File: config.mk
export PLATFORM = sky130hd
export DESIGN_NAME = data_out_transmitter_flat
export DESIGN_NICKNAME = d
export VERILOG_FILES = /design/src/rtl/data_out_transmitter_if.sv /design/src/rtl/data_out_transmitter.sv /design/src/flat_wrapper.sv
export SDC_FILE = /design/constraint.sdc
export NUM_CORES = 1
export LEC_CHECK = 0
export CAP_MARGIN = 20
export CORE_ASPECT_RATIO = 1.75
export CORE_UTILIZATION = 55
export CTS_CLUSTER_SIZE = 8
export DETAILED_ROUTE_END_ITERATION = 7
export PLACE_DENSITY = 0.82
export SETUP_SLACK_MARGIN = 0.5
export SKIP_LAST_GASP = 1
export SLEW_MARGIN = 25
export SYNTH_ARGS = -nofsm -noshare
export SYNTH_HDL_FRONTEND = slang
export SYNTH_SLANG_ARGS = --single-unit
File: constraint.sdc
create_clock -name FPGA_clk -period 4.04 [get_ports FPGA_clk]
set_clock_uncertainty 0.1 [all_clocks]
set_input_delay 0.606 -clock FPGA_clk [delete_from_list [all_inputs] [get_ports FPGA_clk]]
set_output_delay 0.606 -clock FPGA_clk [all_outputs]
set_load 0.005 [all_outputs]
File: src/rtl/data_out_transmitter_if.sv
`default_nettype none
// +----------------------------------------------------------------------+
// | data_out_transmitter_if : bus/control bundle for the I2C read-data    |
// | transmitter (SCL/SDA samples, enable, payload, status). Rev 1.0       |
// +----------------------------------------------------------------------+
interface data_out_transmitter_if #(
  parameter int NUM_BYTES = 6
) ();
  localparam int c_cnt_w = $clog2(NUM_BYTES + 1);

  logic                      SCL;
  logic                      SCL_prev;
  logic                      SDA;
  logic                      SDA_prev;
  logic                      enable;
  logic [NUM_BYTES-1:0][7:0] tx_data;
  logic                      SDA_down;
  logic                      done;
  logic                      nack_received;
  logic                      aborted;
  logic [c_cnt_w-1:0]        bytes_sent;

  modport master (
    output SCL, SCL_prev, SDA, SDA_prev, enable, tx_data,
    input  SDA_down, done, nack_received, aborted, bytes_sent
  );

  modport slave (
    input  SCL, SCL_prev, SDA, SDA_prev, enable, tx_data,
    output SDA_down, done, nack_received, aborted, bytes_sent
  );
endinterface
`default_nettype wire

File: src/rtl/data_out_transmitter.sv
`default_nettype none
// +----------------------------------------------------------------------+
// | data_out_transmitter : I2C slave read-data shifter with ACK sampling. |
// | Rev 1.0                                                               |
// +----------------------------------------------------------------------+
module data_out_transmitter #(
  parameter int NUM_BYTES = 6
) (
  input  logic                 FPGA_clk,
  input  logic                 rst,
  data_out_transmitter_if.slave bus
);
  localparam int                  c_cnt_w     = $clog2(NUM_BYTES + 1);
  localparam logic [c_cnt_w-1:0]  c_num_bytes = c_cnt_w'(NUM_BYTES);

  typedef enum logic [1:0] {
    S_IDLE = 2'd0,
    S_SEND = 2'd1,
    S_ACK  = 2'd2,
    S_DONE = 2'd3
  } state_t;

  state_t                    r_state, w_state_nxt;
  logic [NUM_BYTES-1:0][7:0] r_buf;
  logic [7:0]                r_shift;
  logic [7:0]                w_next_byte;
  logic [2:0]                r_bit_cnt;
  logic                      r_ack_bit;
  logic                      r_drive;
  logic                      r_nack;
  logic                      r_aborted;
  logic [c_cnt_w-1:0]        r_bytes_sent;

  logic w_fall, w_rise, w_bus_cond;
  logic w_drive_nxt, w_load_first, w_load_next, w_shift, w_sample;
  logic w_set_nack, w_set_abort, w_clear;

  assign w_fall     = bus.SCL_prev & ~bus.SCL;
  assign w_rise     = ~bus.SCL_prev & bus.SCL;
  assign w_bus_cond = bus.SCL & bus.SCL_prev & (bus.SDA ^ bus.SDA_prev);

  // bytes_sent already points at the next byte once its predecessor's ACK rose
  always_comb begin
    w_next_byte = 8'h00;
    for (int i = 0; i < NUM_BYTES; i++) begin
      if (r_bytes_sent == c_cnt_w'(i)) w_next_byte = r_buf[i];
    end
  end

  always_comb begin
    w_state_nxt  = r_state;
    w_drive_nxt  = 1'b0;
    w_load_first = 1'b0;
    w_load_next  = 1'b0;
    w_shift      = 1'b0;
    w_sample     = 1'b0;
    w_set_nack   = 1'b0;
    w_set_abort  = 1'b0;
    w_clear      = 1'b0;
    case (r_state)
      S_IDLE: begin
        if (bus.enable) begin
          w_load_first = 1'b1;
          w_state_nxt  = S_SEND;
        end
      end
      S_SEND: begin
        if (!bus.enable) begin
          w_clear     = 1'b1;
          w_state_nxt = S_IDLE;
        end else if (w_bus_cond && !r_drive) begin
          w_set_abort = 1'b1;
          w_state_nxt = S_DONE;
        end else if (w_fall) begin
          if (r_bit_cnt != 3'd0) begin
            w_shift     = 1'b1;
            w_drive_nxt = ~r_shift[6];
          end else begin
            w_state_nxt = S_ACK;
          end
        end else begin
          w_drive_nxt = ~r_shift[7];
        end
      end
      S_ACK: begin
        if (!bus.enable) begin
          w_clear     = 1'b1;
          w_state_nxt = S_IDLE;
        end else if (w_bus_cond) begin
          w_set_abort = 1'b1;
          w_state_nxt = S_DONE;
        end else if (w_rise) begin
          w_sample = 1'b1;
        end else if (w_fall) begin
          if (r_ack_bit) begin
            w_set_nack  = (r_bytes_sent < c_num_bytes);
            w_state_nxt = S_DONE;
          end else if (r_bytes_sent < c_num_bytes) begin
            w_load_next = 1'b1;
            w_drive_nxt = ~w_next_byte[7];
            w_state_nxt = S_SEND;
          end else begin
            // master over-read: stay released for the rest of the transfer
            w_state_nxt = S_DONE;
          end
        end
      end
      S_DONE: begin
        if (!bus.enable) begin
          w_clear     = 1'b1;
          w_state_nxt = S_IDLE;
        end
      end
      default: w_state_nxt = S_IDLE;
    endcase
  end

  always_ff @(posedge FPGA_clk or posedge rst) begin
    if (rst) r_state <= S_IDLE;
    else     r_state <= w_state_nxt;
  end

  always_ff @(posedge FPGA_clk or posedge rst) begin
    if (rst) begin
      r_buf        <= '0;
      r_shift      <= 8'h00;
      r_bit_cnt    <= 3'd0;
      r_ack_bit    <= 1'b0;
      r_drive      <= 1'b0;
      r_nack       <= 1'b0;
      r_aborted    <= 1'b0;
      r_bytes_sent <= '0;
    end else begin
      r_drive <= w_drive_nxt;
      if (w_load_first) begin
        r_buf        <= bus.tx_data;
        r_shift      <= bus.tx_data[0];
        r_bit_cnt    <= 3'd7;
        r_ack_bit    <= 1'b0;
        r_nack       <= 1'b0;
        r_aborted    <= 1'b0;
        r_bytes_sent <= '0;
      end
      if (w_shift) begin
        r_shift   <= {r_shift[6:0], 1'b0};
        r_bit_cnt <= r_bit_cnt - 3'd1;
      end
      if (w_load_next) begin
        r_shift   <= w_next_byte;
        r_bit_cnt <= 3'd7;
      end
      if (w_sample) begin
        r_ack_bit    <= bus.SDA;
        r_bytes_sent <= r_bytes_sent + 1'b1;
      end
      if (w_set_nack)  r_nack    <= 1'b1;
      if (w_set_abort) r_aborted <= 1'b1;
      if (w_clear) begin
        r_ack_bit    <= 1'b0;
        r_nack       <= 1'b0;
        r_aborted    <= 1'b0;
        r_bytes_sent <= '0;
      end
    end
  end

  // gate with rst so the pad is released the instant reset asserts
  assign bus.SDA_down      = r_drive & ~rst;
  assign bus.done          = (r_state == S_DONE);
  assign bus.nack_received = r_nack;
  assign bus.aborted       = r_aborted;
  assign bus.bytes_sent    = r_bytes_sent;
endmodule
`default_nettype wire

File: src/flat_wrapper.sv
// flat-port wrapper written by rule: the top's interface ports become plain ports
module data_out_transmitter_flat 
#(
  parameter int NUM_BYTES = 6
)
  (FPGA_clk, rst, bus_SCL, bus_SCL_prev, bus_SDA, bus_SDA_prev, bus_enable, bus_tx_data, bus_SDA_down, bus_done, bus_nack_received, bus_aborted, bus_bytes_sent);
  data_out_transmitter_if #(.NUM_BYTES(NUM_BYTES)) bus_i ();
  input  logic FPGA_clk;
  input  logic rst;
  input wire logic [$bits(bus_i.SCL)-1:0] bus_SCL;
  input wire logic [$bits(bus_i.SCL_prev)-1:0] bus_SCL_prev;
  input wire logic [$bits(bus_i.SDA)-1:0] bus_SDA;
  input wire logic [$bits(bus_i.SDA_prev)-1:0] bus_SDA_prev;
  input wire logic [$bits(bus_i.enable)-1:0] bus_enable;
  input wire logic [$bits(bus_i.tx_data)-1:0] bus_tx_data;
  output wire logic [$bits(bus_i.SDA_down)-1:0] bus_SDA_down;
  output wire logic [$bits(bus_i.done)-1:0] bus_done;
  output wire logic [$bits(bus_i.nack_received)-1:0] bus_nack_received;
  output wire logic [$bits(bus_i.aborted)-1:0] bus_aborted;
  output wire logic [$bits(bus_i.bytes_sent)-1:0] bus_bytes_sent;
  assign bus_i.SCL = bus_SCL;
  assign bus_i.SCL_prev = bus_SCL_prev;
  assign bus_i.SDA = bus_SDA;
  assign bus_i.SDA_prev = bus_SDA_prev;
  assign bus_i.enable = bus_enable;
  assign bus_i.tx_data = bus_tx_data;
  assign bus_SDA_down = bus_i.SDA_down;
  assign bus_done = bus_i.done;
  assign bus_nack_received = bus_i.nack_received;
  assign bus_aborted = bus_i.aborted;
  assign bus_bytes_sent = bus_i.bytes_sent;
  data_out_transmitter #(.NUM_BYTES(NUM_BYTES)) u_core (.FPGA_clk(FPGA_clk), .rst(rst), .bus(bus_i));
endmodule
; After elaboration in Yosys (flattened, before gate mapping)
; Index checks and enable logic that the tools add are counted.
[totals]
ff_bits = 68
input_bits = 55
output_inout_bits = 7
elab_cells = 131
[classes]
addsub = 2
n_lt_le_gt_ge = 1
eq_ne = 14
mux = 77
n_bitwise = 12
reduce_logical = 11
[ops]
columns = cell, n
row1 = two-way mux 8 bit, 9
row2 = two-way mux 1 bit, 47
row3 = two-way mux 2 bit, 12
row4 = two-way mux 3 bit, 6
row5 = nonzero test 3 bit, 5
row6 = "inequality test 4 x 2 -> 1 bit, second input constant", 2
row7 = case mux 2 bit (4 select lines), 1
row8 = "== test 3 x 2 -> 1 bit, second input constant", 2
row9 = "== test 3 bit, second input constant", 2
row10 = NOT 1 bit, 6
row11 = AND reduction 6 bit, 1
row12 = bitwise AND 1 bit, 5
row13 = "== test 2 bit, second input constant", 2
row14 = "inequality test 2 bit, second input constant", 2
row15 = "inequality test 4 x 3 -> 1 bit, second input constant", 1
row16 = "inequality test 4 bit, second input constant", 1
row17 = case mux 1 bit (2 select lines), 2
row18 = "adder 3 x 1 -> 3 bit, second input constant", 1
row19 = "== test 3 x 1 -> 1 bit, second input constant", 1
row20 = zero test 3 bit, 1
row21 = "< comparator 3 bit, second input constant", 1
row22 = OR reduction 3 bit, 1
row23 = "subtractor 3 x 1 -> 3 bit, second input constant", 1
row24 = "== test 2 x 1 -> 1 bit, second input constant", 1
row25 = other kinds (4), 4

; Depth between registers and ports, before layout
[logic_depth]
ltp_word = 15
ltp_mapped = 9

; Least setup slack after synthesis
; No wires, ideal clock.
[synth_timing]
kind = reg2reg
startpoint = register u_core.r_bytes_sent[2] (netlist: u_core.bus.bytes_sent[2])
endpoint = register u_core.r_shift[0]
arrival_ns = 1.822
slack_ns = 2.041
stages_incl_launch_ff = 10
path_cell_list = dfrtp_1 -> buf_2 -> clkbuf_1 -> inv_1 -> ha_1 -> nor2_1 -> o21ai_0 -> o21ai_0 -> a32oi_1 -> a21oi_1
[synth_between]
elab_chain_len = 9
word_cells_on_any_way = 22
cone_classes = order compare (1) / eq/ne (5) / mux (14) / reduce/logical (2)
[synth_rtl]
columns = item, line
row1 = "start, declared", data_out_transmitter.sv:32  ; logic [c_cnt_w-1:0] r_bytes_sent;
row2 = "start signal, assigned", data_out_transmitter.sv:154  ; r_bytes_sent <= r_bytes_sent + 1'b1;
row3 = < comparator 3 bit, data_out_transmitter.sv:98  ; end else if (r_bytes_sent < c_num_bytes) begin
row4 = two-way mux 1 bit, data_out_transmitter.sv:98
row5 = two-way mux 1 bit, data_out_transmitter.sv:95  ; if (r_ack_bit) begin
row6 = two-way mux 1 bit, data_out_transmitter.sv:94  ; end else if (w_fall) begin
row7 = two-way mux 1 bit, data_out_transmitter.sv:92  ; end else if (w_rise) begin
row8 = two-way mux 1 bit, data_out_transmitter.sv:89  ; end else if (w_bus_cond) begin
row9 = two-way mux 1 bit, data_out_transmitter.sv:86  ; if (!bus.enable) begin
row10 = two-way mux 1 bit, data_out_transmitter.sv:60  ; case (r_state)
row11 = nonzero test 3 bit (no line) or two-way mux 8 bit (tied branches), --
row12 = "end signal, assigned", data_out_transmitter.sv:137  ; r_shift <= bus.tx_data[0];
row13 = "end signal, assigned", data_out_transmitter.sv:145  ; r_shift <= {r_shift[6:0], 1'b0};
row14 = "end signal, assigned", data_out_transmitter.sv:149  ; r_shift <= w_next_byte;
row15 = "end, declared", data_out_transmitter.sv:25  ; logic [7:0] r_shift;
; Several ways; a longest one is shown, not always the timed one.
; A chain may end at the register's enable or synchronous reset.

; Worst setup path in the final report
[layout_timing]
startpoint = register u_core.r_bytes_sent[1] (netlist: u_core.bus.bytes_sent[1])
endpoint = register u_core.r_shift[0]
; Same word-level chain as after synthesis.

==> results.md <==
* Vert. Die Dim at about 110 um
* Worst slack, placed at 1.33 ns
* Post-synthesis sequential area ratio at between 40% and 50%
* R2r setup slk at 1.42 ns
* Hold worst-path end: u_core.r_buf[16]
* Tot GR Track Use at slightly below 30%
* Worst Hold Launch: u_core.r_buf[16]
* Clock Latency Late Sink at around 0.36 ns
* Post-synthesis mux area share at less than 1%
* Fin worst setup slack at roughly 1.4 ns
* Simple-Gate Fraction of Synth Area at 25.2%
* Critical Path Start Type: register
* RSZ-0062 raised after global routing: false
* FF-to-FF path depth at 8
* Pin count of the biggest net entering global routing at 57
* Distinct cells, synth at 38
* Status: completed
* P&R area growth vs syn at 25.9%
* Net Sw Power at 940 uW
* Slew at the pin with the worst max-slew slack at ~0.84 ns
* GR Overflow Total at 0
* Setup Buffers After CTS at 0
* Mapped Area at roughly 3500 sq um
* Final Core Density at a little under three quarters
* Most frequent cells in the layout: 169 x nand2_1, 68 x dfrtp_1, 61 x clkdlybuf4s50_1
* Vias in the first global route at between 3000 and 4000
* Final nets at 538
* DP Wirelength at between 6000 and 7000 um
* Number of synthesized flops with an enable pin at 0
* PwrDens at a little over 600 nW/um^2
* Mapped Cells at roughly 420
* Post-Route Hold Slack at roughly 0.37 ns
* CP Max Fanout at 24
* # IOs at between 60 and 70
* First-pass GRT wire length at 14900 um
* WL met3 at just under 400 um
* Post-synthesis compound-gate area fraction at 16.1%
* CTS buffer count at 9
* RR Endpoint: u_core.r_shift[0]
* Clock root buffer: clkbuf_8
* DRC viols at 0
* DR top layer: met4
* Final worst-path cycle share at around 65%
* Ys async rst share at 100%
* Critical path class: reg -> reg
* CTS tree: built
* CP required at just over 4 ns
* Met2 routed WL at a little under 5000 um
* Ys Warns at 0
* Fmax at roughly 0.38 GHz
* Initial Utilization at a little under three fifths
* Slowest cell on crit path: ha_1
* Max-slew violations at 0
* Clock sink count at 68
* Setup_tns at 0 ns
* Setup violations, final at 0
* DR vias/cell at 5.70
* Final ANT Viol Nets at 0
* P_int at between 1500 and 2000 uW
* LEAKAGE at 0.00208 uW
* Max_cap viols at 0
* Comb pwr share at between 30% and 40%
* Routed vias at 3168
* Avg Inst Size Synth at ~8.4 sq um
* Clock network fraction of total power at between 20% and 30%
* Cts hold-fix bufs at 0
* CP endpoint kind: register
* Die ar. at between 6000 and 7000 sq um
* CP max stage delay at 0.67 ns
* Hold WC Path Type: reg -> reg
* Fill cells at between 400 and 500
* Worst vdd ir at around 0.00037 V
* Gp weighted congestion at between 0.8 and 0.9
* Largest family of logic cells by synthesized area: simple AND/OR/NAND/NOR gates
* Number of port buffers at 61
* Share of cells above drive strength 1 at under 10%
* Die Wd at about 62 um
* 1st-pass router iterations at 5
* Core ar. at 6180 sq um
* CTS resizes at 0
* H-tree Lvls at 3
* Sequential power share at 43.1%
* Starting DRC count in detailed routing at around 220
* Clk buf depth at 2
* Crit Reg-Reg Startpoint: u_core.bus.bytes_sent[1]
* ANT cells at 0
* Tot Pwr at roughly 2700 uW
* Initial antenna violation count at 0
* Crit path DAT at approximately 2.7 ns
* Adder-Cell Fraction of Synth Area at approximately 4.3%
* Commonest non-fill, non-tap cell in the layout: nand2_1
* Clock transition at path regs at roughly 0.070 ns
* Relative slew slack at 43.9%
* Final hold vios at 0
* Met1 Wirelength at 3160 um
* Std cell rows at 38
* WL final at about 9100 um
* WL per Instance at ~16 um
* Syn_nets at around 480
* Yosys reg bits at 68
* Xor/xnor share of the synthesized area at less than 1%
* Switching share of power at between 30% and 40%
* Hold depth at 2
* Minimum clock period at around 2.6 ns
* Most used flip-flop cell after synthesis: dfrtp_1
* Worst-path cell chain: inv_1 > ha_1 > buf_4 > and3b_1 > a211oi_1 > o21ai_0 > a32oi_1 > a21oi_1
-- power groups by stage --
stage / Clock (uW) / Sequential, uW / Combinational (uW)
floorplan: 0 / 1100 / 619
global placement: 0 / 1150 / 801
detailed placement: 0 / 1160 / 832
CTS: 695 / 1160 / 847
global route: 730 / 1190 / 973
finish: 691 / 1160 / 845
-- cells in the mapped netlist (6+ instances only) --
library cell    n  area [sq um]
a211oi_1        8          60.1
a21oi_1        36           180
a22oi_1         6          45.0
a32oi_1         7          61.3
and3b_1         8          70.1
buf_2          10          50.1
clkbuf_1       10          37.5
dfrtp_1        68          1700
ha_1           12           150
inv_1          12          45.0
nand2_1       169           634
nor2_1          6          22.5
o21ai_0        22           110
-- worst max path at each step --
stage / to / start / slack, ns / cells past startpoint
floorplan: u_core.bus.aborted / rst / 1.62 / 1
finish: u_core.r_shift[0] / u_core.bus.bytes_sent[1] / 1.42 / 8
detailed placement: u_core.r_shift[6] / bus_enable / 1.33 / 6
global placement: u_core.r_shift[7] / bus_enable / 1.39 / 6
global route: u_core.r_shift[0] / u_core.bus.bytes_sent[1] / 1.16 / 8
CTS: u_core.r_shift[0] / u_core.bus.bytes_sent[1] / 1.42 / 8
-- flip-flops by register name (all words and copies together), names as in the netlist --
| name | flops |
|---|---|
| u_core.bus.aborted | 1 |
| u_core.r_shift | 8 |
| u_core.r_buf | 48 |
| u_core.r_drive | 1 |
| u_core.r_bit_cnt | 3 |
| u_core.r_ack_bit | 1 |
| u_core.r_state | 2 |
| u_core.bus.nack_received | 1 |
| u_core.bus.bytes_sent | 3 |
-- routing by layer --
| metal | vias up | GRT usage, % |
|---|---|---|
| li1 | 1495 | - |
| met1 | 1521 | 32.4 |
| met2 | 122 | 51.9 |
| met3 | 30 | 5.30 |
| met4 | 0 | 19.8 |
| met5 | - | 0 |
-- stage by stage --
step	cell area [sq um]	cells
6_report	4390	556
3_5_place_dp	4150	540
5_1_grt	4390	556
2_1_floorplan	3490	416
3_3_place_gp	4150	540
4_1_cts	4390	556
-- cells by family (layout without fill, tap and decap cells) --
logic type      count (synthesis)  after routing
fa+ha+maj                      12             12
buf+inv                        36             96
mux                             3              3
simple gates                  205            205
xor+xnor                        1              1
compound gates                 91             91
flops                          68             68
-- worst max-delay path, delay by kind of cell (launching register included) --
kind                       cells  cell delay [ns]
AOI/OAI and AO/OA              4             0.62
adders and majority gates      1             0.67
buffers and inverters          2             0.41
DFF                            1             0.48
and+or+nand+nor                1             0.19
-- cell type report --
cell class | instances | area (sq um) | share of cell area (%)
sequential | 68 | 1700 | 38.7
multi-input combinational | 312 | 1640 | 37.2
timing repair buffer | 68 | 663 | 15.1
clock buffer | 10 | 138 | 3.13
clock inverter | 6 | 111 | 2.53
tap | 80 | 100 | 2.28
inverter | 12 | 45.0 | 1.03
Power figures use the tool's default switching activity.
